==> src/rtl/pmod_keypad_scanner.sv <==
// pmod_keypad_scanner
// Scans a 4x4 banked PMOD key matrix: one bank is driven at a time, its four
// return lines are sampled, every key is debounced over whole scans, and
// press/release events are queued in a small valid/ready FIFO.
//
// Ports
//   SystemClock    clock
//   Reset          synchronous, active-high reset
//   Enable         1 = scanning runs, 0 = park in IDLE
//   ColumnSelect   registered one-hot bank drive, 0000 outside DRIVE
//   RowSense       raw asynchronous return lines
//   ScanBank       bank currently driven
//   KeyState       debounced key map, bit = bank*4 + row
//   EventValid     event FIFO non-empty
//   EventReady     consumer accepts the head event
//   EventKey       key index of the head event
//   EventPressed   1 = press, 0 = release (head event)
//   Overflow       sticky, an event was dropped on a full FIFO
//   ClearOverflow  clears Overflow
//
// state  | meaning
// -------+--------------------------------------------------------------
// IDLE   | not scanning, waiting for Enable
// DRIVE  | one bank driven for SCAN_DIVIDER cycles, rows sampled at the end
// COMMIT | one cycle, whole-scan sample folded into debounce counters
// EMIT   | sixteen cycles, one key per cycle, changed keys pushed as events

module pmod_keypad_scanner #(
    parameter int SCAN_DIVIDER   = 10000,
    parameter int DEBOUNCE_SCANS = 4,
    parameter int FIFO_DEPTH     = 4
) (
    input  logic        SystemClock,
    input  logic        Reset,
    input  logic        Enable,
    output logic [3:0]  ColumnSelect,
    input  logic [3:0]  RowSense,
    output logic [1:0]  ScanBank,
    output logic [15:0] KeyState,
    output logic        EventValid,
    input  logic        EventReady,
    output logic [3:0]  EventKey,
    output logic        EventPressed,
    output logic        Overflow,
    input  logic        ClearOverflow
);

    localparam int DW = (SCAN_DIVIDER > 1) ? $clog2(SCAN_DIVIDER) : 1;
    localparam int CW = $clog2(DEBOUNCE_SCANS + 1);
    localparam int AW = $clog2(FIFO_DEPTH);

    localparam logic [DW-1:0] DWELL_LOAD = DW'(SCAN_DIVIDER - 1);
    localparam logic [DW-1:0] DWELL_ONE  = DW'(1);
    localparam logic [CW-1:0] CNT_LIMIT  = CW'(DEBOUNCE_SCANS);
    localparam logic [CW-1:0] CNT_ONE    = CW'(1);

    typedef enum logic [1:0] {IDLE, DRIVE, COMMIT, EMIT} state_t;

    state_t        state_q, state_d;
    logic [3:0]    rs_meta, rs_sync;
    logic [1:0]    bank_q, bank_d;
    logic [DW-1:0] dwell_q, dwell_d;
    logic [15:0]   sample_q;
    logic [15:0]   key_state_q;
    logic [15:0]   change_q;
    logic [CW-1:0] cnt_q [16];
    logic [3:0]    emit_idx_q;
    logic [3:0]    col_q;
    logic          dwell_tc;
    logic          sample_we;
    logic          abort;
    logic          push;

    logic [4:0]    fifo_mem [FIFO_DEPTH];
    logic [AW:0]   wr_ptr_q, rd_ptr_q;
    logic          fifo_empty, fifo_full;
    logic          pop, push_ok;
    logic          overflow_q;

    // Dwell is a down-counter: loaded with SCAN_DIVIDER-1, terminal at zero.
    assign dwell_tc = (dwell_q == '0);

    always_comb begin
        state_d   = state_q;
        bank_d    = bank_q;
        dwell_d   = dwell_q;
        sample_we = 1'b0;
        abort     = 1'b0;
        push      = 1'b0;
        case (state_q)
            IDLE: begin
                if (Enable) begin
                    state_d = DRIVE;
                    bank_d  = 2'd0;
                    dwell_d = DWELL_LOAD;
                end
            end
            DRIVE: begin
                if (!Enable) begin
                    state_d = IDLE;
                    bank_d  = 2'd0;
                    abort   = 1'b1;
                end else if (dwell_tc) begin
                    sample_we = 1'b1;
                    if (bank_q == 2'd3) begin
                        state_d = COMMIT;
                    end else begin
                        bank_d  = bank_q + 2'd1;
                        dwell_d = DWELL_LOAD;
                    end
                end else begin
                    dwell_d = dwell_q - DWELL_ONE;
                end
            end
            COMMIT: begin
                state_d = EMIT;
            end
            EMIT: begin
                push = change_q[emit_idx_q];
                if (emit_idx_q == 4'd15) begin
                    state_d = Enable ? DRIVE : IDLE;
                    bank_d  = 2'd0;
                    dwell_d = DWELL_LOAD;
                end
            end
            default: begin
                state_d = IDLE;
            end
        endcase
    end

    always_ff @(posedge SystemClock) begin
        if (Reset) begin
            state_q <= IDLE;
        end else begin
            state_q <= state_d;
        end
    end

    always_ff @(posedge SystemClock) begin
        if (Reset) begin
            rs_meta     <= '0;
            rs_sync     <= '0;
            bank_q      <= '0;
            dwell_q     <= '0;
            col_q       <= '0;
            sample_q    <= '0;
            key_state_q <= '0;
            change_q    <= '0;
            emit_idx_q  <= '0;
            for (int i = 0; i < 16; i++) begin
                cnt_q[i] <= '0;
            end
        end else begin
            rs_meta <= RowSense;
            rs_sync <= rs_meta;
            bank_q  <= bank_d;
            dwell_q <= dwell_d;
            // Drive is registered from the next state so it lines up with DRIVE.
            col_q   <= (state_d == DRIVE) ? (4'b0001 << bank_d) : 4'b0000;

            if (abort) begin
                sample_q <= '0;
            end else if (sample_we) begin
                sample_q[{bank_q, 2'b00} +: 4] <= rs_sync;
            end

            if (state_q == COMMIT) begin
                emit_idx_q <= 4'd0;
                for (int i = 0; i < 16; i++) begin
                    if (sample_q[i] == key_state_q[i]) begin
                        cnt_q[i]    <= '0;
                        change_q[i] <= 1'b0;
                    end else if (cnt_q[i] + CNT_ONE == CNT_LIMIT) begin
                        cnt_q[i]       <= '0;
                        key_state_q[i] <= ~key_state_q[i];
                        change_q[i]    <= 1'b1;
                    end else begin
                        cnt_q[i]    <= cnt_q[i] + CNT_ONE;
                        change_q[i] <= 1'b0;
                    end
                end
            end else if (state_q == EMIT) begin
                emit_idx_q <= emit_idx_q + 4'd1;
            end
        end
    end

    // Event FIFO: pointers carry one extra wrap bit to tell full from empty.
    assign fifo_empty = (wr_ptr_q == rd_ptr_q);
    assign fifo_full  = (wr_ptr_q[AW] != rd_ptr_q[AW]) &&
                        (wr_ptr_q[AW-1:0] == rd_ptr_q[AW-1:0]);
    assign pop        = !fifo_empty && EventReady;
    // A pop in the same cycle frees the slot the push needs.
    assign push_ok    = push && (!fifo_full || pop);

    always_ff @(posedge SystemClock) begin
        if (Reset) begin
            wr_ptr_q   <= '0;
            rd_ptr_q   <= '0;
            overflow_q <= 1'b0;
            for (int i = 0; i < FIFO_DEPTH; i++) begin
                fifo_mem[i] <= '0;
            end
        end else begin
            if (push_ok) begin
                fifo_mem[wr_ptr_q[AW-1:0]] <= {emit_idx_q, key_state_q[emit_idx_q]};
                wr_ptr_q <= wr_ptr_q + 1'b1;
            end
            if (pop) begin
                rd_ptr_q <= rd_ptr_q + 1'b1;
            end
            if (push && !push_ok) begin
                overflow_q <= 1'b1;
            end else if (ClearOverflow) begin
                overflow_q <= 1'b0;
            end
        end
    end

    assign ColumnSelect = col_q;
    assign ScanBank     = bank_q;
    assign KeyState     = key_state_q;
    assign EventValid   = !fifo_empty;
    assign EventKey     = fifo_mem[rd_ptr_q[AW-1:0]][4:1];
    assign EventPressed = fifo_mem[rd_ptr_q[AW-1:0]][0];
    assign Overflow     = overflow_q;

endmodule

==> config.mk <==
export PLATFORM = sky130hd
export DESIGN_NAME = pmod_keypad_scanner
export DESIGN_NICKNAME = d
export VERILOG_FILES = /design/src/rtl/pmod_keypad_scanner.sv
export SDC_FILE = /design/constraint.sdc
export NUM_CORES = 1
export LEC_CHECK = 0
export CAP_MARGIN = 20
export CELL_PAD_IN_SITES_DETAIL_PLACEMENT = 0
export CELL_PAD_IN_SITES_GLOBAL_PLACEMENT = 1
export CORE_MARGIN = 8
export CORE_UTILIZATION = 40
export CTS_CLUSTER_SIZE = 40
export DETAILED_ROUTE_END_ITERATION = 10
export PLACE_DENSITY = 0.7
export SLEW_MARGIN = 5
export SYNTH_ARGS = -nofsm -noshare
export SYNTH_HDL_FRONTEND = slang
export SYNTH_SLANG_ARGS = --single-unit
==> constraint.sdc <==
create_clock -name SystemClock -period 2.3 [get_ports SystemClock]
set_input_delay 0.46 -clock SystemClock [delete_from_list [all_inputs] [get_ports SystemClock]]
set_output_delay 0.46 -clock SystemClock [all_outputs]
set_load 0.01 [all_outputs]
# Yosys cells after proc, flatten, opt, wreduce, memory -nomap -nowiden
# Memory sizes are Yosys's and may differ from the RTL's. A register that Yosys moved wholly into a read port is not among the register bits.
# Index checks and enable logic that the tools add are counted.
dict set report word_totals {
  mem_count 2
  out_inout_bits 29
  ff_bits 89
  word_cells 529
  in_bits 9
  mem_bits_rw 68
}
# memory words width rd rd_ports_with_merged_regs wr line_no
set memory_table {}
lappend memory_table {cnt_q 16 3 16 0 16 66} ;# logic [CW-1:0] cnt_q [16];
lappend memory_table {fifo_mem 4 5 1 1 4 74} ;# logic [4:0] fifo_mem [FIFO_DEPTH];
dict set report classes {
  n_shift 3
  bitwise 81
  order_cmp 1
  reduce_logical 33
  n_eq_ne 45
  mux 314
  addsub 22
}
# op count
set ops {}
lappend ops {{$mux W1} 241}
lappend ops {{$mux W3} 48}
lappend ops {{$mux W14} 5}
lappend ops {{$add A3 B1 Y3 const B} 18}
lappend ops {{$eq A3 B3 Y1 const B} 16}
lappend ops {{$or A1 B1 Y1} 48}
lappend ops {{$reduce_and A3 Y1} 16}
lappend ops {{$pmux W14 S3} 1}
lappend ops {{$not A1 Y1} 33}
lappend ops {{$mux W2} 13}
lappend ops {{$bwmux W16} 1}
lappend ops {{$eq A1 B1 Y1} 16}
lappend ops {{$shift A4 B6 Y16 const A} 1}
lappend ops {{$shiftx A4 B6 Y16} 1}
lappend ops {{$logic_not A14 Y1} 1}
lappend ops {{$sub A14 B1 Y14 const B} 1}
lappend ops {{$bmux W1 S4} 2}
lappend ops {{$pmux W2 S4} 1}
lappend ops {{$eq A2 B2 Y1 const B} 3}
lappend ops {{$ne A2 B2 Y1 const B} 3}
lappend ops {{$neg A4 Y6} 1}
lappend ops {{$pmux W2 S3} 1}
lappend ops {{$reduce_or A2 Y1} 3}
lappend ops {{$lt A4 B5 Y1 const B} 1}
lappend ops {{18 further kinds} 24}

# Longest topological paths before layout
dict set report logic_depth {
  depth_word 10
  depth_mapped 10
  depth_no_buf 7
}

# Worst setup path before layout
# OpenSTA, ideal clock, no wires.
dict set report synth_path {
  kind {input port to flip-flop}
  from {input port Reset}
  to {memory cnt_q[0][0] (netlist bit), enable pin}
  path_stages 3
  arrival_time_ns 1.658
  setup_time_ns 0.385
  n_path_buf 2
  required_ns 1.915
  slack_ns 0.257
  path_cell_list {clkbuf_1 clkbuf_1 or2_2}
}
# element line_no
set synth_rtl {}
lappend synth_rtl {{from (decl)} 34} ;# input logic Reset,
lappend synth_rtl {{to (decl)} 66}

==> qor.csv <==
stage,metric,value,unit
layout,syn2layout_area_growth,16.9,%
placed_design,place_congestion,0.752,
placed_design,dp_cells,1043,
synthesis,yosys.area.top_type_share,0.262,
global_routing,track_usage,0.149,
clock_tree,clk_latency,0.42,ns
synthesis,synth_area_leaders,"edfxtp_1 (26%), dfxtp_1 (23%), ha_1 (7.1%)",
global_routing,grt_max_degree,50,
placed_design,placed_area,8520,um^2
synthesis,async_reset_ff_frac,0,
floorplan,placementRows,51,
sta,slew_headroom,0.544,
run,cap_violations,0,
sta,setup_viol,0,
floorplan,io_pins,38,
pwr,switchingPower,1.34,mW
worst_setup_path,path_cells,"buf_12, mux2_4, and3_4, o31ai_4, a21oi_4, a31o_1",
worst_setup_path,crit_type,reg2reg,
worst_setup_path,cp.required,2.46,ns
global_routing,grt_pass1_wl,28.8,mm
placed_design,dpl.hpwl,12.1,mm
worst_setup_path,arrival,2.34,ns
layout,fin_cells,1075,
worst_setup_path,reg2reg_from,emit_idx_q[1],
clock_tree,cts_made_buffers,17,
worst_setup_path,start_kind,register,
pwr,swShare,0.218,
floorplan,start_util,0.404,
sta,finalMaxSlewViolations,0,
synthesis,ys.flop_type,dfxtp_1,
drt,drt_iter0_drc,284,
sta,finalHoldViolations,0,
drt,first_pass_iters,5,
synthesis,ys_seq_elements,159,
layout,mostFrequentLayoutCells,"dfxtp_1 (88), edfxtp_1 (68), nand2_1 (64)",
synthesis,yosys_warnings,0,
global_routing,antenna_found_initial,0,
synthesis,syn_inst,748,
drt,viasPerCell,5.16,
floorplan,die_area,24200,um^2
floorplan,core,19300,um^2
sta,fmax,458,MHz
clock_tree,cts_max_path_buffers,2,
pwr,pwr-share-comb,0.052,
clock_tree,root_buffer,clkbuf_16,
drt,avgRoutedWirePerCell,15.6,um
sta,min_period_over_period,0.950,
synthesis,synth_edf_count,68,
worst_setup_path,crit_path_top_delay_cell,o31ai_4,
worst_setup_path,critPathCaptureType,register,
layout,final_net_count,850,
worst_setup_path,crit_start,emit_idx_q[1],
status,status,"complete, no violations",
drt,drc,0,
sta,rsz0062_at_grt,no,
clock_tree,cts_tree,yes,
worst_setup_path,crit_fanout,9,
sta,holdWs,0.437,ns
layout,final_common_cell,dfxtp_1,
pwr,power_frac_clock,0.448,
synthesis,yosysSeqAreaShare,0.496,
synthesis,synth_top_area_cell,edfxtp_1,
drt,wl,16.8,mm
pwr,powerDensity,673,nW/um^2
synthesis,synth.avg_cell_area,10.4,um^2
pwr,total_power,6.13,mW
worst_setup_path,slowest_delay,0.43,ns
layout,drive_above_1_share,0.110,
synthesis,yosysUniqueCellTypes,62,
sta,clock-skew-final,0.00989,ns
floorplan,die_h,156,um
layout,nFillCells,1811,
drt,postRouteAntennaNets,0,
drt,vias,5548,
floorplan,die_w,156,um
sta,min_period,2.19,ns
min_path,hold_class,reg2reg,
synthesis,syn_area,7790,um^2
min_path,worstHoldStart,rs_meta[1],
layout,diodes,0,
pwr,vdd_drop_max,0.516,mV
sta,worst_pin_slew,0.684,ns
pwr,p_int,4.79,mW
pwr,p_leak,3.45,nW
clock_tree,path_clk_slew,0.06,ns
layout,stdcell_area,9100,um^2
global_routing,grt_pass1_vias,5659,
placed_design,io_buffer_count,37,
global_routing,grt_overflow_total,0,
clock_tree,cts_htree_levels,4,
pwr,pwr-share-seq,0.500,
clock_tree,cts_hold_buffers,0,
clock_tree,cts_sinks,159,
synthesis,synth_fp_nets,801,
power by group through the flow:
| stage | logic [mW] | registers, mW | clock network (mW) |
|---|---|---|---|
| global route | 0.358 | 3.07 | 2.94 |
| global placement | 0.311 | 3.12 | 0 |
| detailed placement | 0.321 | 3.13 | 0 |
| floorplan | 0.224 | 3.11 | 0 |
| finish | 0.317 | 3.06 | 2.75 |
| CTS | 0.321 | 3.06 | 2.82 |
layer usage:
metal,vias to the layer above,global-route usage,share of wire
li1,2792,-,-
met1,2652,0.182,0.45
met2,82,0.256,0.50
met3,22,0.0297,0.034
met4,0,0.0531,0.015
met5,-,0,0
synthesized netlist by cell type (9+ instances only):
| cell type | number |
|---|---|
| clkbuf_1 | 17 |
| o21ai_0 | 20 |
| mux4_2 | 9 |
| nor2_1 | 56 |
| nor2b_1 | 30 |
| nand4_1 | 53 |
| nor3b_1 | 11 |
| edfxtp_1 | 68 |
| nor3_1 | 13 |
| nand3_1 | 28 |
| a21oi_1 | 60 |
| nand2_1 | 64 |
| mux2i_1 | 9 |
| xor2_1 | 41 |
| and3_1 | 10 |
| dfxtp_1 | 91 |
| inv_1 | 26 |
| ha_1 | 44 |
critical path: cells and delay by family (launching register included):
family,cells,cell delay [ns]
buf+inv,1,0.15
flops,1,0.37
compound gates,3,0.90
mux,1,0.30
simple gates,1,0.19
sequential cells by signal, indices dropped and copies added, names as in the netlist, 14 cells and up, named ones only:
register	flops
KeyState	16
change_q	16
cnt_q	48
dwell_q	14
fifo_mem	20
sample_q	16
stage by stage:
step / TNS, ns / setup WS [ns] / util
after floorplan: 0 / 0.257 / -
after global placement: -0.226 / -0.0423 / 0.442
after detailed placement: -0.518 / -0.0693 / 0.442
after CTS: 0 / 0.0141 / 0.472
after global routing: 0 / 0.00621 / 0.472
final: 0 / 0.115 / 0.472
path summary, 6_finish.rpt:
kind	slack, ns	cells after the start	end
max	0.11	6	fifo_mem[3][1]
min	0.44	1	rs_sync[1]
max reg2reg	0.11	6	fifo_mem[3][1]
min reg2reg	0.44	1	rs_sync[1]
final cells by class:
| type | instances | area [um^2] | area share |
|---|---|---|---|
| timing repair buffer | 63 | 579 | 0.0637 |
| inverter | 26 | 97.6 | 0.0107 |
| clock inverter | 10 | 113 | 0.0124 |
| sequential | 159 | 3870 | 0.425 |
| multi-input combinational | 530 | 3650 | 0.401 |
| tap | 265 | 332 | 0.0364 |
| clock buffer | 22 | 464 | 0.0510 |
cells by family after synthesis:
family | after synthesis | share of synthesized area
AND/OR/NAND/NOR | 302 | 0.210
flip-flops | 159 | 0.496
AO/OA/AOI/OAI | 114 | 0.0890
buffers and inverters | 59 | 0.0358
XOR/XNOR | 47 | 0.0529
adder cells (fa/ha/maj) | 44 | 0.0707
multiplexers | 23 | 0.0458
timing repair:
item                       4_1_cts  5_1_grt
resized for setup                7        3
buffers inserted                 0        0
setup endpoints to repair        5        4
cloned                           0        0
pin swaps                        0        0
Note: power is estimated with default switching activity, not from simulation.
